**config.mk**
```make
export PLATFORM = sky130hd
export DESIGN_NAME = vbuf_unpack
export DESIGN_NICKNAME = d
export VERILOG_FILES = /design/src/rtl/vbuf_unpack_pkg.sv /design/src/rtl/vbuf_unpack_sync_fifo.sv /design/src/rtl/vbuf_unpack.sv
export SDC_FILE = /design/constraint.sdc
export NUM_CORES = 1
export LEC_CHECK = 0
export ABC_AREA = 1
export CAP_MARGIN = 20
export CORE_ASPECT_RATIO = 1.75
export CORE_MARGIN = 3
export CORE_UTILIZATION = 55
export DETAILED_ROUTE_END_ITERATION = 7
export PLACE_DENSITY_LB_ADDON = 0.08
export SETUP_SLACK_MARGIN = 0.3
export SLEW_MARGIN = 20
export SYNTH_ARGS = -nofsm -noshare
export SYNTH_HDL_FRONTEND = slang
export SYNTH_SLANG_ARGS = --single-unit
```
**constraint.sdc**
```tcl
create_clock -name PixelClk -period 7.4 [get_ports PixelClk]
set_input_delay 1.48 -clock PixelClk [delete_from_list [all_inputs] [get_ports PixelClk]]
set_output_delay 1.48 -clock PixelClk [all_outputs]
set_load 0.05 [all_outputs]
```
**src/rtl/vbuf_unpack_pkg.sv**
```systemverilog
// Shared video definitions: pixel/accumulator width derivations and the blank pixel value.
package vbuf_unpack_pkg;

   function automatic int pixelWidth(input int cDepth);
      return 3 * cDepth;
   endfunction

   function automatic int accWidth(input int dWidth, input int cDepth);
      return dWidth + pixelWidth(cDepth);
   endfunction

   // Wide enough for any pixel format in use; callers slice their own width.
   localparam int MAX_PIXEL_W = 64;
   localparam logic [MAX_PIXEL_W-1:0] BLANK_PIXEL = '0;

endpackage

```
**src/rtl/vbuf_unpack_sync_fifo.sv**
```systemverilog
// Single-clock show-ahead FIFO; pointers carry an extra MSB so full and empty are distinct.
module sync_fifo #(
   parameter int WIDTH = 8,
   parameter int DEPTH = 16,
   localparam int AW = $clog2(DEPTH),
   localparam int LW = AW + 1
) (
   input  logic             clk,
   input  logic             rstN,
   input  logic             clear,
   input  logic             wrEn,
   input  logic [WIDTH-1:0] wrData,
   input  logic             rdEn,
   output logic [WIDTH-1:0] rdData,
   output logic             full,
   output logic             empty,
   output logic [LW-1:0]    level
);

   logic [WIDTH-1:0] mem [DEPTH];
   logic [LW-1:0]    wrPtr;
   logic [LW-1:0]    rdPtr;
   logic             wrOk;
   logic             rdOk;

   assign level  = wrPtr - rdPtr;
   assign full   = (level == LW'(DEPTH));
   assign empty  = (wrPtr == rdPtr);
   assign wrOk   = wrEn && !full && !clear;
   assign rdOk   = rdEn && !empty && !clear;
   assign rdData = mem[rdPtr[AW-1:0]];

   always_ff @(posedge clk) begin
      if (wrOk) mem[wrPtr[AW-1:0]] <= wrData;
   end

   always_ff @(posedge clk or negedge rstN) begin
      if (!rstN) begin
         wrPtr <= '0;
         rdPtr <= '0;
      end else if (clear) begin
         wrPtr <= '0;
         rdPtr <= '0;
      end else begin
         if (wrOk) wrPtr <= wrPtr + LW'(1);
         if (rdOk) rdPtr <= rdPtr + LW'(1);
      end
   end

endmodule

```
**src/rtl/vbuf_unpack.sv**
```systemverilog
// Unpacks an LSB-first byte stream into PWIDTH-bit pixels through a FIFO and a bit accumulator.
module vbuf_unpack
   import vbuf_unpack_pkg::*;
#(
   parameter int DWIDTH = 8,
   parameter int CDEPTH = 2,
   parameter int FDEPTH = 16,
   localparam int PWIDTH = pixelWidth(CDEPTH),
   localparam int LW = $clog2(FDEPTH) + 1
) (
   input  logic              PixelClk,
   input  logic              ResetN,
   input  logic [DWIDTH-1:0] ByteIn,
   input  logic              ByteValid,
   output logic              ByteReady,
   input  logic              Blank,
   input  logic              Flush,
   output logic [PWIDTH-1:0] VideoOut,
   output logic [LW-1:0]     Level,
   output logic              Underrun
);

   localparam int ACCW = accWidth(DWIDTH, CDEPTH);
   localparam int CW   = $clog2(ACCW + 1);

   if (DWIDTH < PWIDTH || FDEPTH < 4 || (FDEPTH & (FDEPTH - 1)) != 0) begin : gBadParams
      $error("vbuf_unpack: need DWIDTH >= PWIDTH and FDEPTH a power of 2, at least 4");
   end

   logic [DWIDTH-1:0] fifoHead;
   logic              fifoFull;
   logic              fifoEmpty;
   logic              pop;
   logic              consume;
   logic [ACCW-1:0]   acc;
   logic [ACCW-1:0]   accShifted;
   logic [ACCW-1:0]   accNext;
   logic [CW-1:0]     accCnt;
   logic [CW-1:0]     remain;
   logic [CW-1:0]     accCntNext;

   sync_fifo #(.WIDTH(DWIDTH), .DEPTH(FDEPTH)) uFifo (
      .clk    (PixelClk),
      .rstN   (ResetN),
      .clear  (Flush),
      .wrEn   (ByteValid),
      .wrData (ByteIn),
      .rdEn   (pop),
      .rdData (fifoHead),
      .full   (fifoFull),
      .empty  (fifoEmpty),
      .level  (Level)
   );

   assign ByteReady = !fifoFull;

   // Refill keeps running through blanking so the first active pixel is already staged.
   always_comb begin
      consume    = !Blank && (accCnt >= CW'(PWIDTH));
      accShifted = consume ? (acc >> PWIDTH) : acc;
      remain     = consume ? (accCnt - CW'(PWIDTH)) : accCnt;
      pop        = !fifoEmpty && ((int'(remain) + DWIDTH) <= ACCW);
      accNext    = accShifted;
      accCntNext = remain;
      if (pop) begin
         accNext    = accShifted | (ACCW'(fifoHead) << remain);
         accCntNext = remain + CW'(DWIDTH);
      end
   end

   // Bits above accCnt are kept at zero so new words can be OR-ed in.
   always_ff @(posedge PixelClk or negedge ResetN) begin
      if (!ResetN) begin
         acc      <= '0;
         accCnt   <= '0;
         VideoOut <= BLANK_PIXEL[PWIDTH-1:0];
         Underrun <= 1'b0;
      end else if (Flush) begin
         acc      <= '0;
         accCnt   <= '0;
         VideoOut <= BLANK_PIXEL[PWIDTH-1:0];
         Underrun <= 1'b0;
      end else begin
         acc      <= accNext;
         accCnt   <= accCntNext;
         VideoOut <= consume ? acc[PWIDTH-1:0] : BLANK_PIXEL[PWIDTH-1:0];
         if (!Blank && !consume) Underrun <= 1'b1;
      end
   end

endmodule
```
== Word level (Yosys, flattened, before mapping) ==
Memory sizes are Yosys's and may differ from the RTL's.
Index checks and enable logic that the tools add are counted.
Storage, ports and cells
  memory bits (writable): 128
  memories kept: 1
  bits in registers: 35
  output and inout port bits: 13
  word-level logic and storage cells: 50
Memory list
  uFifo.mem: words 16, bits a word 8, read ports 1, clocked after memory_dff 0, write ports 1, line vbuf_unpack_sync_fifo.sv:20  | logic [WIDTH-1:0] mem [DEPTH];
Operators by class
  bitwise logic cells: 1
  eq/ne operators: 2
  shift-type cells: 1
  add/sub/neg operators: 6
  reductions and logical operators: 15
  muxes and demuxes: 16
  order comparisons: 2
Operator list (count)
  $mux W14: 3
  $mux W5: 4
  $or A14 B14 Y14: 1
  $shl A8 B4 Y14: 1
  $mux W4: 3
  $mux W6: 2
  $add A5 B1 Y5 const B: 2
  $logic_and A1 B1 Y1: 7
  $reduce_bool A2 Y1: 3
  $add A4 B4 Y5 const B: 1
  $eq A5 B5 Y1: 1
  $eq A5 B5 Y1 const B: 1
  $le A5 B4 Y1 const B: 1
  $logic_not A1 Y1: 5
  $sub A5 B5 Y5: 1
  $add A4 B4 Y4 const B: 1
  $ge A4 B3 Y1 const B: 1
  $mux W1: 4
  $sub A4 B3 Y4 const B: 1

== Longest topological paths before layout ==
Gate-level depths: netlist of run 1.
  word-level depth: 10
  mapped depth: 15

== By module ==
A second synthesis of run 1 with hierarchy kept.
Second synthesis, totals
  cells, all modules: 679
  area total of the unflattened synthesis: 7278.2 µm²
By module, submodules not included
  sync_fifo: area an instance 5914.4 µm², sequential area each 4093.9 µm², cells an instance 505, times used 1
  vbuf_unpack: area an instance 1363.8 µm², sequential area each 600.6 µm², cells an instance 174, times used 1

== Least setup slack after synthesis of run 1 ==
Ideal clock, no wire load.
  path type: reg2out
  start point: reg uFifo.rdPtr[1]
  end point: out ByteReady
  data arrival time: 2.319 ns
  path slack: 3.601 ns
  cell stages (with the launch flop): 7
  path through: dfrtp_1 inv_2 buf_2 fa_1 xor2_1 nor3_1 nand3_2
On the way
  longest elaborated chain between the ends: 3
RTL lines
  from (decl): line vbuf_unpack_sync_fifo.sv:22  | logic [LW-1:0] rdPtr;
  from (signal assigned): line vbuf_unpack_sync_fifo.sv:46  | if (rdOk) rdPtr <= rdPtr + LW'(1);
  $sub A5 B5 Y5: line vbuf_unpack_sync_fifo.sv:26  | assign level = wrPtr - rdPtr;
  named net Level[2]: line vbuf_unpack.sv:19  | output logic [LW-1:0] Level,
  $eq A5 B5 Y1: line vbuf_unpack_sync_fifo.sv:27  | assign full = (level == LW'(DEPTH));
  $logic_not A1 Y1: line vbuf_unpack.sv:55  | assign ByteReady = !fifoFull;
  to (decl): line vbuf_unpack.sv:15  | output logic ByteReady,
The timed path passes the listed nets, and every way through them passes these cells.

== Worst setup path in the final report of run 1 ==
  start point: reg uFifo.rdPtr[1]
  end point: out ByteReady
On the way
  longest elaborated chain between the ends: 3
RTL lines (line)
  $sub A5 B5 Y5: vbuf_unpack_sync_fifo.sv:26
  $eq A5 B5 Y1: vbuf_unpack_sync_fifo.sv:27
  $logic_not A1 Y1: vbuf_unpack.sv:55
No other way between the ends.

==> results of run 1 <==
==> worst register-to-register path, stage by stage (launching register included) <==
cell	delay (ns)
dfrtp_1	0.33
buf_4	0.39
inv_2	0.38
fa_1	0.55
nand2_1	0.09
nand2_1	0.05
o21ai_0	0.09
xor2_1	0.18
inv_1	0.09
nand3_2	0.10
nand2_4	0.08
nor2_4	0.14
inv_4	0.12
nor2_1	0.63
==> cells in the mapped netlist, drive strengths merged <==
cell type / n / area [µm²]
fa: 1 / 20.0
inv: 108 / 408
edfxtp: 128 / 3840
nand2: 232 / 891
buf: 20 / 179
xnor2: 2 / 25.0
ha: 11 / 138
dfrtp: 34 / 851
clkbuf: 12 / 45.0
nand3: 86 / 435
mux2i: 2 / 20.0
o31ai: 1 / 7.51
o21a: 1 / 7.51
or2: 1 / 6.26
o21ai: 36 / 180
a21oi: 13 / 65.1
nand4: 2 / 12.5
nor3: 3 / 20.0
nor2: 88 / 358
a211oi: 1 / 7.51
xor2: 5 / 51.3
==> cells in the final DEF, fill, tap and decap left out, types with 2 or more instances in the layout <==
cell type | synthesis | final
nand3_1 | 85 | 85
o21ai_1 | 9 | 9
nor3_1 | 2 | 2
a21oi_1 | 13 | 13
nand2_1 | 226 | 226
buf_4 | 4 | 3
clkdlybuf4s50_1 | 0 | 25
mux2i_1 | 2 | 2
nor2_1 | 83 | 83
bufinv_16 | 0 | 3
edfxtp_1 | 128 | 128
clkinvlp_4 | 0 | 3
inv_2 | 3 | 3
inv_1 | 104 | 104
clkbuf_16 | 0 | 17
xor2_1 | 4 | 4
dfrtp_1 | 34 | 33
clkinv_1 | 0 | 2
nand4_1 | 2 | 2
nor2_4 | 3 | 3
nor2_2 | 2 | 2
clkinv_4 | 0 | 2
inv_6 | 0 | 2
o21ai_0 | 27 | 27
ha_1 | 11 | 11
nand2_2 | 5 | 5
==> power groups by stage <==
stage          combinational (W)  clock, W  sequential, W
2_1_floorplan           0.000691         0        0.00109
3_3_place_gp            0.000876         0        0.00108
3_5_place_dp            0.000889         0        0.00108
4_1_cts                 0.000896  0.000890        0.00106
5_1_grt                 0.000993  0.000928        0.00107
6_report                0.000892  0.000881        0.00106
==> worst paths after layout <==
check | to | cells after the start
worst max-delay path | ByteReady | 10
worst min-delay path | VideoOut[1] | 2
worst max register to register | uFifo.mem[6][2] | 13
worst min register to register | VideoOut[1] | 2
max in group asynchronous | uFifo.rdPtr[0] | 2
min in group asynchronous | uFifo.rdPtr[4] | 2
==> per-stage QoR <==
stage	cells	instance area (µm²)	setup WS, ns	hold WS [ns]
final	988	8430	2.45	0.482
after detailed placement	957	7840	2.89	0.477
after floorplan	787	7570	3.60	0.460
after CTS	988	8430	2.45	0.493
after global routing	988	8430	2.28	0.516
after global placement	957	7840	2.95	0.463
==> area by class of cell <==
type                       instances  area, µm²  share of cell area
sequential                       162       4700               0.557
multi-input combinational        485       2240               0.266
clock buffer                      18        429              0.0509
inverter                         108        408              0.0484
timing repair buffer              28        273              0.0324
tap                              174        218              0.0258
clock inverter                    13        160              0.0190
==> logic make-up after synthesis <==
| group | share of synthesized area |
|---|---|
| compound gates | 0.0354 |
| xor+xnor | 0.0101 |
| fa+ha+maj | 0.0208 |
| buf+inv | 0.0835 |
| flops | 0.620 |
| mux | 0.00264 |
| simple gates | 0.228 |
==> flip-flops by register name, indices dropped and copies added (netlist names) <==
name         flops
uFifo.rdPtr      5
accCnt           3
acc             14
uFifo.wrPtr      5
uFifo.mem      128
VideoOut         6
Underrun         1
==> per-layer routing <==
layer | vias up | GRT usage | share of wire
met5 | - | 0 | 0
met4 | 0 | 0.0749 | 0.015
met3 | 21 | 0.0387 | 0.032
met2 | 137 | 0.441 | 0.57
met1 | 2498 | 0.283 | 0.38
li1 | 2553 | - | -
==> PnR_summary.wiki, run 1 <==
{| class="wikitable"
! Metric !! Value
|-
| Comb pwr share || 0.315
|-
| Die area || 15300 µm²
|-
| Vias in the first global route || 5125
|-
| H-tree depth || 4
|-
| Finished Core Util || 0.626
|-
| Data arrival time of the worst path || 3.47 ns
|-
| ANT nets after route || 0
|-
| Final period demand of the worst path || 4.95 ns
|-
| Leakage power figure || 3.60 nW
|-
| Filler cell count in the final layout || 1151
|-
| Skew-Pair Late Insertion Delay || 0.42 ns
|-
| Via density per instance || 5.27
|-
| Horizontal die dimension || 94.7 µm
|-
| Initial antenna violation count || 0
|-
| Internal Dissipation || 0.00183 W
|-
| Number of synthesized register bits || 162
|-
| Wire length of the first global-routing pass || 27.2 mm
|-
| Maximum clock skew at final layout || 0.0102 ns
|-
| Per-instance average area after synthesis || 9.62 µm²
|-
| Remaining design rule violation count || 0
|-
| Top-level I/O count || 26
|-
| Post-DR wirelength/cell || 17.4 µm
|-
| Number of diodes || 0
|-
| Layout net count || 827
|-
| Post-synthesis cell area || 7570 µm²
|-
| Post-CTS setup-driven buffer insertion count || 0
|-
| Fraction of power consumed by the clock network || 0.311
|-
| Crit path from || uFifo.rdPtr[1]
|-
| Cell chain of the critical path || buf_4 > inv_2 > fa_1 > nand2_1 > nand2_1 > o21ai_0 > xor2_1 > inv_1 > nand3_2 > clkdlybuf4s50_1
|-
| Critical Path Fanout Max || 41
|-
| Layout area overhead || 11.3%
|-
| Kind of cell adding the most delay to the critical path || buffers and inverters
|-
| Total negative slack for setup checks || 0 ns
|-
| Routed vias || 5209
|-
| Master of the slowest instance on the critical path || clkdlybuf4s50_1
|-
| Type of the worst setup path || reg -> out
|-
| Power dissipated by switching net loads || 0.00101 W
|-
| GRT Total Usage || 0.241
|-
| Standard-cell row count || 56
|-
| Part of the Yosys area used for sequential elements || 0.620
|-
| Violation count after the first detailed-routing iteration || 343
|-
| Starting density of the core || 0.563
|-
| Peak supply drop || 0.262 mV
|-
| Type of destination of the critical path || output port
|-
| Sequential group share of total power || 0.374
|-
| Fraction of power spent switching nets || 0.356
|-
| Ratio of final minimum period to clock period || 0.669
|-
| Buffers from clock root to sink, at most || 2
|-
| Required time worst endpoint || 5.92 ns
|-
| Power Total || 0.00283 W
|-
| Total grt overflow || 0
|-
| Total iterations of the first detailed-routing run || 5
|-
| Register-to-register path setup slack || 3.82 ns
|-
| Share of layout cells above drive strength 1 || 0.0639
|-
| Kind of launch point of the worst setup path || register
|-
| Worst min-delay path startpoint || acc[1]
|-
| Clock-pin slew on the worst setup and hold paths || 0.06 ns
|-
| Routability congestion estimate from global placement || 0.879
|-
| Final Slew Violations || 0
|-
| Number of standard cells after synthesis || 787
|-
| Number of max-cap violations || 0
|-
| Pin count of the biggest net entering global routing || 77
|-
| Delay contributed by the slowest stage of the critical path || 0.81 ns
|-
| Count of hold-fix buffers inserted at cts || 0
|-
| Setup repair after global routing missed its margin || false
|-
| Buffer type at the clock tree root || clkbuf_16
|-
| Max Freq || 0.202 GHz
|-
| Transition time of the tightest slew-check pin || 0.999 ns
|-
| Source of the worst register-to-register timing path || uFifo.rdPtr[1]
|-
| Outcome || completed
|-
| Rel. slew slack || 0.333
|-
| Die Y || 161 µm
|-
| Net Count, Synth || 812
|-
| Hold Vio Cnt, Final || 0
|-
| CTS sink cnt || 162
|-
| Number of instances resized during post-cts repair || 0
|-
| Count of cell types in the netlist || 34
|-
| Class of the worst hold path || reg -> reg
|-
| Post-DP HPWL || 11.5 mm
|-
| CTS Buf Count || 17
|-
| IO Port Bufs || 25
|-
| Total core area || 13500 µm²
|-
| Total routed wirelength || 17.2 mm
|-
| Synthesis warning total || 0
|-
| Bufs and invs on worst path || 4
|-
| CTS tree || built
|-
| Crit path top cell by count || nand2_1
|-
| Power per cell area || 336 nW/µm²
|-
| Setup violations, final || 0
|}
Power figures use the tool's default switching activity.
==> inputs of run 2 (changes only) <==
==> constraint.sdc (replaced) <==
create_clock -name PixelClk -period 4 [get_ports PixelClk]
set_input_delay 0.8 -clock PixelClk [delete_from_list [all_inputs] [get_ports PixelClk]]
set_output_delay 0.8 -clock PixelClk [all_outputs]
set_load 0.05 [all_outputs]
==> PnR_summary.wiki, run 2 (synthesis results as in run 1) <==
{| class="wikitable"
! Metric !! Value
|-
| Number of diodes || 0 (unchanged)
|-
| Total core area || 13500 µm² (unchanged)
|-
| Skew-Pair Late Insertion Delay || 0.43 ns (about the same)
|-
| Final period demand of the worst path || 3.38 ns
|-
| Layout area overhead || 13.4%
|-
| Most frequent cells in the layout || 226 x nand2_1, 128 x edfxtp_1, 104 x inv_1, 85 x nand3_1, 83 x nor2_1
|-
| Ratio of final minimum period to clock period || 0.846
|-
| Source of the worst register-to-register timing path || uFifo.rdPtr[2]
|-
| Final Slew Violations || 0 (unchanged)
|-
| Layout net count || 837 (+1.2%)
|-
| Worst min-delay path startpoint || acc[3]
|-
| Rel. slew slack || 0.414 (+0.0809)
|-
| Post-DP HPWL || 11.7 mm (+1.8%)
|-
| Buffers from clock root to sink, at most || 2 (unchanged)
|-
| Standard-cell row count || 56 (unchanged)
|-
| Clock-pin slew on the worst setup and hold paths || 0.08 ns (+0.02 ns)
|-
| Worst R2R Path Depth || 12 (-1)
|-
| Total routed wirelength || 17.2 mm (+0.12%)
|-
| Total grt overflow || 0 (unchanged)
|-
| CTS Buf Count || 17 (unchanged)
|-
| Post-CTS setup-driven buffer insertion count || 0 (unchanged)
|-
| Max Freq || 0.296 GHz
|-
| Violation count after the first detailed-routing iteration || 297 (-13%)
|-
| Via density per instance || 5.20 (-1.4%)
|-
| Kind of cell adding the most delay to the critical path || buffers and inverters
|-
| CTS sink cnt || 162 (unchanged)
|-
| Critical Path Fanout Max || 12 (-71%)
|-
| Bufs and invs on worst path || 3 (-1)
|-
| Worst hold path endpoint || VideoOut[3]
|-
| ANT nets after route || 0 (unchanged)
|-
| Top-level I/O count || 26 (unchanged)
|-
| Power per cell area || 626 nW/µm² (+86%)
|-
| Die Y || 161 µm (unchanged)
|-
| Share of layout cells above drive strength 1 || 0.0861 (+0.0222)
|-
| Most frequent standard cell in the layout excluding fill and tap cells || nand2_1
|-
| Number of max-cap violations || 0 (unchanged)
|-
| Total negative slack for setup checks || 0 ns (unchanged)
|-
| Routability congestion estimate from global placement || 0.905 (+3.0%)
|-
| Setup violations, final || 0 (unchanged)
|-
| Routed vias || 5192 (-0.33%)
|-
| Class of the worst hold path || reg -> reg
|-
| Starting density of the core || 0.563 (unchanged)
|-
| GRT Total Usage || 0.243 (+0.00235)
|-
| Pin count of the biggest net entering global routing || 77 (unchanged)
|-
| Type of destination of the critical path || output port
|-
| Kind of launch point of the worst setup path || register
|-
| Maximum clock skew at final layout || 0.0106 ns (+0.000466 ns)
|-
| Setup repair after global routing missed its margin || false
|-
| Number of instances resized during post-cts repair || 0 (unchanged)
|-
| Leakage power figure || 3.70 nW (+2.9%)
|-
| Hold Vio Cnt, Final || 0 (unchanged)
|-
| Master of the slowest instance on the critical path || dfrtp_1
|-
| Die area || 15300 µm² (unchanged)
|-
| Required time worst endpoint || 3.20 ns (-2.72 ns)
|-
| H-tree depth || 4 (unchanged)
|-
| Met3 Usage GRT || 0.0368 (-0.00186)
|-
| Buffer type at the clock tree root || clkbuf_16
|-
| Register-to-register path setup slack || 0.85 ns (-2.97 ns)
|-
| CTS tree || built
|-
| Count of hold-fix buffers inserted at cts || 0 (unchanged)
|-
| Wire length of the first global-routing pass || 27.6 mm (+1.6%)
|-
| Type of the worst setup path || reg -> out
|-
| Finished Core Util || 0.638 (+0.0116)
|-
| Post-DR wirelength/cell || 17.2 µm (-0.98%)
|-
| Largest register FFs || 128 (unchanged)
|-
| Horizontal die dimension || 94.7 µm (unchanged)
|-
| Remaining design rule violation count || 0 (unchanged)
|-
| Total iterations of the first detailed-routing run || 5 (unchanged)
|-
| Outcome || completed
|-
| Capturing point of the worst reg2reg path || uFifo.mem[0][2]
|-
| GRT busiest layer || met2
|-
| Delay contributed by the slowest stage of the critical path || 0.57 ns (-0.24 ns)
|-
| Peak supply drop || 0.390 mV (+49%)
|-
| Filler cell count in the final layout || 1123 (-2.4%)
|-
| Transition time of the tightest slew-check pin || 0.876 ns (-0.123 ns)
|-
| Initial antenna violation count || 0 (unchanged)
|-
| IO Port Bufs || 25 (unchanged)
|-
| Vias in the first global route || 5282 (+3.1%)
|-
| Data arrival time of the worst path || 2.58 ns (-0.89 ns)
|-
| Hold depth || 2 (unchanged)
|-
| Met2 track demand over resource || 0.447 (+0.00514)
|-
| Met1 Use GR || 0.274 (-0.00953)
|-
| Cell chain of the critical path || inv_1 > ha_1 > nand2_1 > nand2_1 > o21ai_0 > xor2_1 > inv_1 > nand3_2 > buf_12
|}
[run 2: cell count changes in the layout (fill, tap and decap cells not counted)]
| cell | before | now |
|---|---|---|
| clkinvlp_4 | 3 | 0 |
| inv_8 | 0 | 4 |
| clkinv_1 | 2 | 0 |
| inv_6 | 2 | 3 |
| inv_12 | 0 | 1 |
| clkdlybuf4s50_1 | 25 | 20 |
| buf_4 | 3 | 14 |
| clkinv_4 | 2 | 1 |
| bufinv_16 | 3 | 1 |
| clkinv_8 | 0 | 5 |
| clkbuf_1 | 1 | 0 |
| clkinv_2 | 1 | 0 |
| buf_12 | 0 | 4 |
[run 2: layer usage]
metal / wire [µm] / vias to the layer above
met3: 623 / 37
met4: 609 / 0
met2: 9510 / 128
met5: 0 / -
met1: 6430 / 2450
li1: - / 2577
[run 2: worst max-delay path by stage]
stage | slack [ns] | endpoint | start | cells after the start
6_report | 0.62 | ByteReady | uFifo.rdPtr[2] | 9
3_3_place_gp | 0.94 | uFifo.mem[9][1] | uFifo.rdPtr[2] | 12
3_5_place_dp | 0.88 | uFifo.mem[14][1] | uFifo.rdPtr[2] | 12
5_1_grt | 0.50 | ByteReady | uFifo.rdPtr[2] | 7
4_1_cts | 0.62 | ByteReady | uFifo.rdPtr[2] | 9
2_1_floorplan | 0.50 | uFifo.mem[10][0] | uFifo.rdPtr[1] | 11
[run 2: cell type report]
class,instances,area (µm²),share of cell area
multi-input cells,485,2240,0.261
inverters,108,408,0.0475
clock buffers,17,425,0.0496
repair buffers,38,385,0.0449
flip-flops and latches,162,4700,0.547
well taps,174,218,0.0254
clock inverters,15,208,0.0242
[run 2: tightest hold or removal path, stage by stage, from the launching register on]
cell and delay, ns:
dfrtp_1 0.32, inv_1 0.04, nor2_1 0.08
[run 2: power by group]
part | internal [W] | switching [W] | total [W]
combinational | 0.000551 | 0.00118 | 0.00173
clock | 0.000915 | 0.000771 | 0.00169
sequential | 0.00191 | 0.0000493 | 0.00196
total | 0.00338 | 0.00200 | 0.00538
[run 2: stage by stage]
| stage | worst slack, ns | power, W | hold WS [ns] | instances | cell area, µm² |
|---|---|---|---|---|---|
| final | 0.617 | 0.00538 | 0.489 | 999 | 8580 |
| after global routing | 0.496 | 0.00568 | 0.515 | 999 | 8580 |
| after CTS | 0.624 | 0.00541 | 0.496 | 999 | 8580 |
| after detailed placement | 0.881 | 0.00373 | 0.479 | 967 | 7950 |
| after global placement | 0.941 | 0.00371 | 0.470 | 967 | 7950 |
| after floorplan | 0.504 | 0.00329 | 0.460 | 787 | 7570 |
==> patch (config.mk and constraints of run 2) <==
`DWIDTH`: 8 -> 16.
--- a/src/rtl/vbuf_unpack.sv
+++ b/src/rtl/vbuf_unpack.sv
@@ -2,7 +2,7 @@
 module vbuf_unpack
    import vbuf_unpack_pkg::*;
 #(
-   parameter int DWIDTH = 8,
+   parameter int DWIDTH = 16,
    parameter int CDEPTH = 2,
    parameter int FDEPTH = 16,
    localparam int PWIDTH = pixelWidth(CDEPTH),
Ports: changed (resized ByteIn); port bits go from 26 to 34. The function was not compared with the original's and may differ.
==> patch against run 2 <==
  * Worst setup slack worse by 0.096 ns
  * Highest routed layer unchanged
  * Sequential cell count up 137
  * Non-clock buffer count up 28
  * Wire length up 84%
  * Power up 68%
  * Largest cell class unchanged
  * Hold slack worse by 0.34 ns
  * Design area up 69%
  * Clock power up 46%
  * Synthesized area up 71%
==> patch: results (changes against run 2) <==
status: "finished clean"
place_area_um2: 13600  # +72%
r2r_setup_slack_ns: 0.52  # -0.33 ns
wl_met3_um: 1580  # +150%
gp_congestion: 0.943  # +4.1%
antenna_found_initial: 1  # +1
largest_register_ffs: 256  # +100%
cts_max_level: 1  # -3
synth_xor_area_share_pct: 0.619  # -0.39 points
irDropWorstVdd_uv: 381  # -2.4%
drtIter0Drc: 640  # +120%
synth.area.mux_share_pct: 0.541  # +0.28 points
instances_no_fill: 1536  # +54%
ctsLongestPathBuffers: 3  # +1
slew_headroom_pct: 31.9  # -9.6 points
io_buffers: 33  # +32%
ys_seq_area_share_pct: 67.7  # +5.7 points
hpwlAfterDp_um: 19600  # +68%
cp.arrival_ns: 3.70  # +1.12 ns
grt_pass1_wl_um: 48300  # +75%
async_reset_ff_share_pct: 14.4  # -6.6 points
path_clk_slew_ns: 0.06  # -0.02 ns
crit_path_end: "uFifo.mem[4][4]"
wl_met1_um: 11600  # +80%
reg2regPathDepth: 14  # +2
leakagePower_nw: 5.53  # +50%
dr_wl_met2_um: 17200  # +81%
==> patch: where the power goes <==
group / switching (mW) / internal [mW] / leakage, nW / total [mW]
sequential: 0.0757 / 3.55 / 2.89 / 3.62
clock: 1.10 / 1.37 / 0.403 / 2.47
combinational: 2.02 / 0.896 / 2.24 / 2.92
==> patch: critical path: stages, from the launching register on <==
cell and delay (ns):
dfrtp_1 0.41, inv_1 0.18, ha_1 0.17, inv_1 0.06, fa_1 0.43, a21oi_1 0.16, nor2_1 0.06, nor2_1 0.16
xnor2_2 0.12, nand3_2 0.12, nand2_1 0.19, nor2_2 0.27, nand2_1 0.23, nor2_2 0.27, buf_4 0.32
==> patch: layout make-up <==
type	instances	area, um^2
antenna	1	2.50
clock buffer	34	702
clock inverter	16	129
fill	1859	8430
inverter	89	339
multi-input combinational	731	3530
sequential	299	8770
tap	300	375
timing repair buffer	66	648
